File: config.mk
export PLATFORM = sky130hd
export DESIGN_NAME = obi_wb_bridge
export DESIGN_NICKNAME = d
export VERILOG_FILES = /design/src/rtl/obi_wb_bridge.sv
export SDC_FILE = /design/constraint.sdc
export NUM_CORES = 1
export LEC_CHECK = 0
export CORE_MARGIN = 3
export CORE_UTILIZATION = 35
export CTS_CLUSTER_SIZE = 30
export DETAILED_ROUTE_END_ITERATION = 16
export PLACE_DENSITY_LB_ADDON = 0.05
export RECOVER_POWER = 100
export SLEW_MARGIN = 20
export SYNTH_ARGS = -nofsm -noshare
export SYNTH_HDL_FRONTEND = slang
export SYNTH_SLANG_ARGS = --single-unit
File: constraint.sdc
create_clock -name clk -period 1.4 [get_ports clk]
set_clock_uncertainty 0.05 [all_clocks]
set_input_delay 0.28 -clock clk [delete_from_list [all_inputs] [get_ports clk]]
set_output_delay 0.28 -clock clk [all_outputs]
set_load 0.02 [all_outputs]
File: src/rtl/obi_wb_bridge.sv
// OBI request/grant/rvalid to Wishbone classic master bridge with a registered
// request stage, a response FIFO with rready back-pressure, and an optional bus timeout.
module obi_wb_bridge #(
  parameter int ADDR_WIDTH     = 32,
  parameter int DATA_WIDTH     = 32,
  parameter int RSP_DEPTH      = 2,
  parameter int WRITE_RSP      = 1,
  parameter int TIMEOUT_CYCLES = 0
) (
  input  logic                    clk,
  input  logic                    rst_n,
  input  logic                    req_i,
  output logic                    gnt_o,
  input  logic [ADDR_WIDTH-1:0]   addr_i,
  input  logic                    we_i,
  input  logic [DATA_WIDTH/8-1:0] be_i,
  input  logic [DATA_WIDTH-1:0]   wdata_i,
  output logic                    rvalid_o,
  input  logic                    rready_i,
  output logic [DATA_WIDTH-1:0]   rdata_o,
  output logic                    err_o,
  output logic                    wb_cyc_o,
  output logic                    wb_stb_o,
  output logic                    wb_we_o,
  output logic [DATA_WIDTH/8-1:0] wb_sel_o,
  output logic [ADDR_WIDTH-1:0]   wb_adr_o,
  output logic [DATA_WIDTH-1:0]   wb_dat_o,
  input  logic [DATA_WIDTH-1:0]   wb_dat_i,
  input  logic                    wb_ack_i,
  input  logic                    wb_err_i
);

  localparam int SEL_WIDTH = DATA_WIDTH / 8;
  localparam int PTR_W     = (RSP_DEPTH > 1) ? $clog2(RSP_DEPTH) : 1;
  localparam int CNT_W     = $clog2(RSP_DEPTH + 1);
  localparam int TMO_W     = (TIMEOUT_CYCLES > 0) ? $clog2(TIMEOUT_CYCLES + 1) : 1;
  localparam logic [TMO_W-1:0] TMO_LAST = (TIMEOUT_CYCLES > 0) ? TMO_W'(TIMEOUT_CYCLES - 1) : '0;
  localparam logic [CNT_W-1:0] CNT_FULL = CNT_W'(RSP_DEPTH);

  typedef enum logic [0:0] {IDLE = 1'b0, BUS = 1'b1} state_e;

  state_e                  state_q;
  logic                    cyc_q;
  logic                    we_q;
  logic [SEL_WIDTH-1:0]    sel_q;
  logic [ADDR_WIDTH-1:0]   adr_q;
  logic [DATA_WIDTH-1:0]   dat_q;
  logic [TMO_W-1:0]        tmo_q;

  logic [DATA_WIDTH:0]     mem_q [RSP_DEPTH];
  logic [PTR_W-1:0]        wr_ptr_q;
  logic [PTR_W-1:0]        rd_ptr_q;
  logic [CNT_W-1:0]        count_q;

  logic                    hs_s;
  logic                    tmo_hit_s;
  logic                    term_s;
  logic                    rsp_err_s;
  logic [DATA_WIDTH-1:0]   rsp_data_s;
  logic                    push_s;
  logic                    pop_s;
  logic [DATA_WIDTH:0]     head_s;

  function automatic logic [PTR_W-1:0] ptr_inc(input logic [PTR_W-1:0] ptr);
    if (ptr == PTR_W'(RSP_DEPTH - 1)) begin
      return '0;
    end else begin
      return ptr + PTR_W'(1);
    end
  endfunction

  // Grant only from IDLE with a free slot; a same-cycle pop does not count.
  assign gnt_o     = (state_q == IDLE) && (count_q < CNT_FULL);
  assign hs_s      = req_i & gnt_o;
  assign tmo_hit_s = (TIMEOUT_CYCLES > 0) && (tmo_q == TMO_LAST);
  assign term_s    = (state_q == BUS) && (wb_ack_i || wb_err_i || tmo_hit_s);
  // No ack and no err at termination means the timeout fired.
  assign rsp_err_s  = wb_err_i | ~wb_ack_i;
  assign rsp_data_s = (!we_q && wb_ack_i && !wb_err_i) ? wb_dat_i : '0;
  assign push_s     = term_s && (!we_q || (WRITE_RSP != 0));
  assign pop_s      = rvalid_o & rready_i;

  assign wb_cyc_o = cyc_q;
  assign wb_stb_o = cyc_q;
  assign wb_we_o  = we_q;
  assign wb_sel_o = sel_q;
  assign wb_adr_o = adr_q;
  assign wb_dat_o = dat_q;

  assign head_s   = mem_q[rd_ptr_q];
  assign rvalid_o = (count_q != '0);
  assign rdata_o  = rvalid_o ? head_s[DATA_WIDTH:1] : '0;
  assign err_o    = rvalid_o & head_s[0];

  // Request-stage FSM: latch the OBI request and hold the Wishbone cycle until it terminates.
  always_ff @(posedge clk or negedge rst_n) begin
    if (!rst_n) begin
      state_q <= IDLE;
      cyc_q   <= 1'b0;
      we_q    <= 1'b0;
      sel_q   <= '0;
      adr_q   <= '0;
      dat_q   <= '0;
      tmo_q   <= '0;
    end else begin
      case (state_q)
        IDLE: begin
          if (hs_s) begin
            state_q <= BUS;
            cyc_q   <= 1'b1;
            we_q    <= we_i;
            sel_q   <= be_i;
            adr_q   <= addr_i;
            dat_q   <= wdata_i;
            tmo_q   <= '0;
          end
        end
        BUS: begin
          if (term_s) begin
            state_q <= IDLE;
            cyc_q   <= 1'b0;
          end else if (TIMEOUT_CYCLES > 0) begin
            tmo_q <= tmo_q + TMO_W'(1);
          end else begin
            tmo_q <= tmo_q;
          end
        end
        default: begin
          state_q <= IDLE;
          cyc_q   <= 1'b0;
        end
      endcase
    end
  end

  // Response FIFO: {rdata, err} entries, pushed on termination, popped on rvalid & rready.
  always_ff @(posedge clk or negedge rst_n) begin
    if (!rst_n) begin
      wr_ptr_q <= '0;
      rd_ptr_q <= '0;
      count_q  <= '0;
      for (int i = 0; i < RSP_DEPTH; i++) begin
        mem_q[i] <= '0;
      end
    end else begin
      if (push_s) begin
        mem_q[wr_ptr_q] <= {rsp_data_s, rsp_err_s};
        wr_ptr_q        <= ptr_inc(wr_ptr_q);
      end
      if (pop_s) begin
        rd_ptr_q <= ptr_inc(rd_ptr_q);
      end
      case ({push_s, pop_s})
        2'b10:   count_q <= count_q + CNT_W'(1);
        2'b01:   count_q <= count_q - CNT_W'(1);
        default: count_q <= count_q;
      endcase
    end
  end

endmodule

==> summary.md, run 1 <==
| Metric | Value |
|---|---|
| Met3 GRT Util | 0.0673 |
| Wire length per cell | 18.3 um |
| Worst Path Required | 1.07 ns |
| Ratio of cells with drive above 1 in the final layout | 0.508 |
| Vias in the first global route | 4993 |
| Bufs and invs on worst path | 4 |
| Drc violations | 0 |
| Fin. Hold Viols | 0 |
| Die Area | 19200 um^2 |
| GR peak layer | met2 |
| Grt total ovfl | 0 |
| Status | complete, but fails checks |
| Root buffer cell | clkbuf_16 |
| Syn. warnings | 0 |
| Hpwl dp | 11.3 mm |
| Crit-path most repeated cell | buf_12 |
| Drt first pass iters | 4 |
| WL final | 18.2 mm |
| Startpoint Class | flip-flop |
| Starting density of the core | 0.363 |
| Critical Path Max Stage Delay | 0.43 ns |
| Crit end category | primary output |
| DP Cell Count | 924 |
| Worst-case clock buffer depth | 2 |
| Final max-slew violation count | 0 |
| Yosys cell types | 23 |
| Worst reg-to-reg path cell count | 7 |
| Vias/cell | 4.72 |
| Syn avg cell area | 12.3 um^2 |
| Unrepaired setup endpoints after global routing | yes |
| # clock sinks | 141 |
| Initial antenna violation count | 1 |
| Worst r2r dst | wb_dat_o[7] |
| DRT iter0 DRCs | 155 |
| Routability cong. | 0.734 |
| Placement row count | 47 |
| Worst Max-Slew Pin Slew | 0.487 ns |
| Met2 track demand over resource | 0.311 |
| Final period util | 1.36 |
| Total GRT Usage | 0.186 |
| HP Class | in2async |
| Antenna-violating nets left | 0 |
| Max VDD drop | 0.00114 V |
| Syn Nets | 605 |
| Yosys reg bits | 141 |
| Die Width | 138 um |
| Crit-path cells | buf_12 -> buf_12 -> buf_12 -> mux2i_2 -> nor2_2 -> buf_6 |
| Worst slew margin | 0.675 |
| Area of the multi-input gates | 2860 um^2 |
| Final nets | 872 |
| Synthesized area | 6130 um^2 |
| Setup slack, reg-to-reg | -0.30 ns |
| Filler Cell Count | 1369 |
| Non-Filler Instances | 997 |
| WP data arrival | 1.58 ns |
| Final setup viols | 109 |
| Post-Syn Instances | 497 |
| DIE HEIGHT | 138 um |
| Power density cells | 2340 nW/um^2 |
| Max Fanout on Critical Path | 5 |
| Global-route wire length before repair | 28.2 mm |
| Area Overhead vs Synth | 64.5% |
| R2r startpoint | count_q[1] |
| TritonCTS clock tree | yes |
| WS Path Type | reg2out |
| Clk pin slew, worst setup/hold paths | 0.06 ns |
| Failing checks | negative setup slack |
| Seq. cell area | 3530 um^2 |
| Sequential-to-total area share from yosys stat | 0.575 |
| Core Footprint | 16900 um^2 |
| Port buffer count | 212 |
| Via count | 4705 |
| Final Power | 23.6 mW |
| Fin worst setup slack | -0.506 ns |
| CTS HTree Levels | 4 |
| DP Worst Slack | -0.430 ns |
| Crit-path slowest cell | dfrtp_2 |
| I/O pin count | 213 |
| Number of CTS-inserted buffers | 17 |
| Largest net degree at the start of global routing | 49 |
| Leak | 4.72 nW |
| Diode count | 0 |
| Met1 usage | 0.229 |
| Clk_lat worst skew | 0.41 ns |
| Fmax | 525 MHz |
| Minimum clock period after layout | 1.91 ns |
| Delay-heaviest family, CP | buffers and inverters |
| Max-cap violations | 0 |
-- cell usage after synthesis (all sizes together) --
cell type	n	area share
nor2	37	0.023
clkbuf	11	0.0067
mux2	69	0.17
buf	25	0.032
a21o	2	0.0024
or2	1	0.0010
nor3b	1	0.0020
xnor2	2	0.0029
o211ai	1	0.0012
and2	2	0.0020
inv	1	0.00061
dfrtp	141	0.58
nor2b	1	0.0010
o21ai	100	0.082
mux2i	33	0.054
ha	1	0.0020
xor2	2	0.0029
nand2	67	0.041
-- area by class of cell --
type / count / share of cell area
clock buffer: 22 / 0.0470
clock inverter: 10 / 0.0160
inverter: 1 / 0.000620
multi-input combinational: 319 / 0.284
sequential: 141 / 0.350
tap: 220 / 0.0273
timing repair buffer: 284 / 0.276
-- worst max path at each step --
stage / startpoint / endpoint / slack (ns) / depth (start not counted)
5_1_grt: rd_ptr_q / rdata_o[18] / -0.59 / 6
3_5_place_dp: wb_err_i / mem_q[1] / -0.43 / 6
4_1_cts: rd_ptr_q / rdata_o[27] / -0.58 / 6
2_1_floorplan: state_q / wb_adr_o[0] / -0.13 / 5
3_3_place_gp: rd_ptr_q / rdata_o[4] / -0.41 / 4
6_report: rd_ptr_q / rdata_o[18] / -0.51 / 6
-- layout by cell type (no fill, tap or decap), drive strengths merged, types with 3 or more instances in the layout --
master / instances
buf: 101
bufinv: 4
clkbuf: 97
clkdlybuf4s50: 105
clkinv: 3
clkinvlp: 3
dfrtp: 141
mux2: 69
mux2i: 33
nand2: 67
nor2: 37
o21ai: 100
-- through the flow --
stage	area (um^2)	util	hold slack, ns	setup TNS (ns)
after floorplan	6240	-	-0.0656	-9.00
after global placement	8810	0.522	0.0841	-53.87
after detailed placement	8810	0.522	0.0879	-55.42
after CTS	9710	0.575	0.218	-36.31
after global routing	10100	0.598	0.351	-41.39
final	10100	0.598	0.312	-33.65
-- flip-flops by register name (all words and copies together) (netlist names) --
register,flops
wb_we_o,1
state_q,1
rd_ptr_q,1
wr_ptr_q,1
count_q,2
wb_cyc_o,1
wb_sel_o,4
wb_dat_o,32
mem_q,66
wb_adr_o,32
-- repair_timing --
item | in CTS | in global routing
gates resized for setup | 492 | 161
endpoints found under the setup margin | 192 | 174
pin swaps | 3 | 47
buffers inserted | 28 | 10
endpoints found under the hold margin | 141 | 0
cloned | 8 | 3
hold buffers | 1 | 0
-- per-layer routing --
layer / share of wire / wire length (um)
met2: 0.51 / 9210
met5: 0.00071 / 13
met3: 0.066 / 1200
met4: 0.013 / 231
met1: 0.41 / 7540
-- cell families (layout without fill, tap and decap cells) --
group / after synthesis / count (layout) / synth area share
and+or+nand+nor: 109 / 109 / 0.0698
xor gates and xnor gates: 4 / 4 / 0.00571
AOI/OAI and AO/OA: 103 / 103 / 0.0859
DFF: 141 / 141 / 0.575
adders and majority gates: 1 / 1 / 0.00204
buffers and inverters: 37 / 317 / 0.0394
muxes: 102 / 102 / 0.222
-- power breakdown --
group          switching (mW)  internal (mW)
clock                    1.70           3.12
sequential               1.09           5.87
combinational            5.79           6.04
Power figures use the tool's default switching activity.
==> run 2, diff against run 1 <==
==> constraint.sdc (replaced) <==
create_clock -name clk -period 2.4 [get_ports clk]
set_clock_uncertainty 0.05 [all_clocks]
set_input_delay 0.48 -clock clk [delete_from_list [all_inputs] [get_ports clk]]
set_output_delay 0.48 -clock clk [all_outputs]
set_load 0.02 [all_outputs]
==> run 2 against run 1 <==
The flow now finishes without violations. Setup slack improved by 0.60 ns. Sequential cell count is the same. First-iteration DRC count rose by 14%. Sequential share of layout area increased by 5.0 points. Global-route usage is 1.4 points lower. Power shrank 52%. Sequential power fell by 42%. Clock-buffer cell count stayed put. Critical path type unchanged. Largest cell class unchanged. Largest power group unchanged.
==> summary.md, run 2 (synthesized netlist as in run 1, its figures left out) <==
| Metric | Value |
|---|---|
| Status | finished clean |
| Wire length per cell | 16.6 um |
| Max FFs per register | 66 |
| Worst reg-to-reg path cell count | 4 |
| Filler Cell Count | 1497 |
| Worst hold start | mem_q[31] |
| Core Footprint | 16900 um^2 |
| Most flops, register | mem_q |
| Root buffer cell | clkbuf_16 |
| Clock group share of total power | 0.222 |
| R2r startpoint | count_q[1] |
| Grt total ovfl | 0 |
| Most frequent cells in the layout | 140 x dfrtp_1, 105 x clkdlybuf4s50_1, 94 x o21ai_0 |
| Max-cap violations | 0 |
| Max Fanout on Critical Path | 8 |
| Die Width | 138 um |
| Total GRT Usage | 0.172 |
| WS Path Type | reg2out |
| Worst r2r dst | wb_adr_o[6] |
| Final setup viols | 0 |
| Final nets | 826 |
| Vias in the first global route | 4880 |
| Antenna-violating nets left | 0 |
| Startpoint Class | flip-flop |
| Drc violations | 0 |
| Placement row count | 47 |
| Max VDD drop | 0.000610 V |
| Hold Path End | mem_q[31] |
| DRT iter0 DRCs | 176 |
| Diode count | 0 |
| Largest net degree at the start of global routing | 59 |
| Unrepaired setup endpoints after global routing | no |
| Post-DP Area | 8540 um^2 |
| # clock sinks | 141 |
| Die Area | 19200 um^2 |
| Design area | 8820 um^2 |
| Area Overhead vs Synth | 43.8% |
| CTS HTree Levels | 4 |
| Setup slack, reg-to-reg | 0.27 ns |
| Final period util | 0.960 |
| Switch Pwr | 4.22 mW |
| Drt first pass iters | 4 |
| Initial antenna violation count | 0 |
| Via count | 4448 |
| Worst Max-Slew Pin Slew | 1.07 ns |
| Starting density of the core | 0.363 |
| Number of CTS-inserted buffers | 17 |
| Worst Hold Path Cells | 2 |
| Final max-slew violation count | 0 |
| DIE HEIGHT | 138 um |
| Worst slew margin | 0.286 |
| TritonCTS clock tree | yes |
| I/O pin count | 213 |
| Sequential share of power | 0.350 |
| WP data arrival | 1.77 ns |
| Routability cong. | 0.760 |
| Worst Path Required | 1.87 ns |
| Minimum clock period after layout | 2.30 ns |
| WL final | 15.8 mm |
| Internal power | 7.18 mW |
| Crit end category | primary output |
| Clk pin slew, worst setup/hold paths | 0.05 ns |
| Hpwl dp | 11.3 mm |
| Clk_lat worst skew | 0.41 ns |
| Setup tns final | 0 ns |
| Fmax | 434 MHz |
| Ratio of cells with drive above 1 in the final layout | 0.0889 |
| Port buffer count | 212 |
| Power density cells | 1290 nW/um^2 |
| Fin. Hold Viols | 0 |
| Vias/cell | 4.68 |
| Commonest non-fill, non-tap cell in the layout | dfrtp_1 |
| Global-route wire length before repair | 26.8 mm |
| HP Class | reg2reg |
| Worst-case clock buffer depth | 2 |
| Comb pwr share | 0.427 |
| Leak | 3.98 nW |
| Sw Share | 0.370 |
run 2: cell count changes in the layout (fill, tap and decap cells not counted), moves of 37 or more:
| cell | delta |
|---|---|
| dlygate4sd3_1 | +73 |
| clkbuf_2 | -64 |
| mux2_4 | -61 |
| mux2_1 | +60 |
| o21ai_0 | +60 |
| o21ai_2 | -39 |
| buf_6 | -37 |
run 2: what timing repair did:
| item | 4_1_cts | 5_1_grt |
|---|---|---|
| gates resized for setup | 34 | 1 |
| pin swaps | 0 | 0 |
| setup endpoints to repair | 33 | 1 |
| setup buffers | 2 | 0 |
| endpoints found under the hold margin | 38 | 0 |
| hold buffers | 1 | 0 |
run 2: power groups by stage:
stage               Clock, mW  Combinational [mW]  Sequential, mW
global placement            0                5.80            4.11
floorplan                   0                2.71            4.68
finish                   2.54                4.87            4.00
detailed placement          0                5.87            4.09
global route             2.69                5.28            4.16
CTS                      2.60                5.81            4.09
run 2: worst max path at each step:
stage | start | endpoint | slack, ns | cells past startpoint
after floorplan | count_q[0] | count_q[1] | 0.64 | 6
after global placement | rd_ptr_q | rdata_o[21] | 0.25 | 4
after detailed placement | rd_ptr_q | rdata_o[15] | 0.21 | 4
after CTS | count_q[0] | rdata_o[0] | 0.02 | 4
after global routing | count_q[0] | rvalid_o | 0.009 | 4
final | count_q[0] | rvalid_o | 0.1 | 4
run 2: metal layers:
metal | share of wire | track usage | wire [um]
met1 | 0.44 | 0.217 | 6910
met2 | 0.47 | 0.273 | 7430
met3 | 0.076 | 0.0653 | 1190
met4 | 0.015 | 0.0614 | 238
met5 | 0 | 0 | 0
run 2: through the flow:
| step | setup WS (ns) | hold slack, ns | total power [mW] | cells | utilization |
|---|---|---|---|---|---|
| floorplan | 0.635 | 0.134 | 7.39 | 497 | - |
| global placement | 0.250 | 0.411 | 9.91 | 916 | 0.506 |
| detailed placement | 0.206 | 0.420 | 9.97 | 916 | 0.506 |
| CTS | 0.0246 | 0.432 | 12.5 | 951 | 0.540 |
| global route | 0.00862 | 0.447 | 12.1 | 951 | 0.523 |
| finish | 0.0958 | 0.424 | 11.4 | 951 | 0.523 |
run 2: area by class of cell:
cell class	count	area (um^2)	area share
flip-flops and latches	141	3530	0.400
repair buffers	238	2280	0.259
multi-input cells	319	2150	0.244
clock buffers	22	494	0.0560
well taps	220	275	0.0312
clock inverters	10	87.6	0.00993
inverters	1	3.75	0.000426
run 2: worst max-delay path: stages, from the launching register on:
cell and delay [ns]:
dfrtp_1 0.43, nor2_4 0.16, buf_4 0.18, inv_1 0.06, clkdlybuf4s50_1 0.54
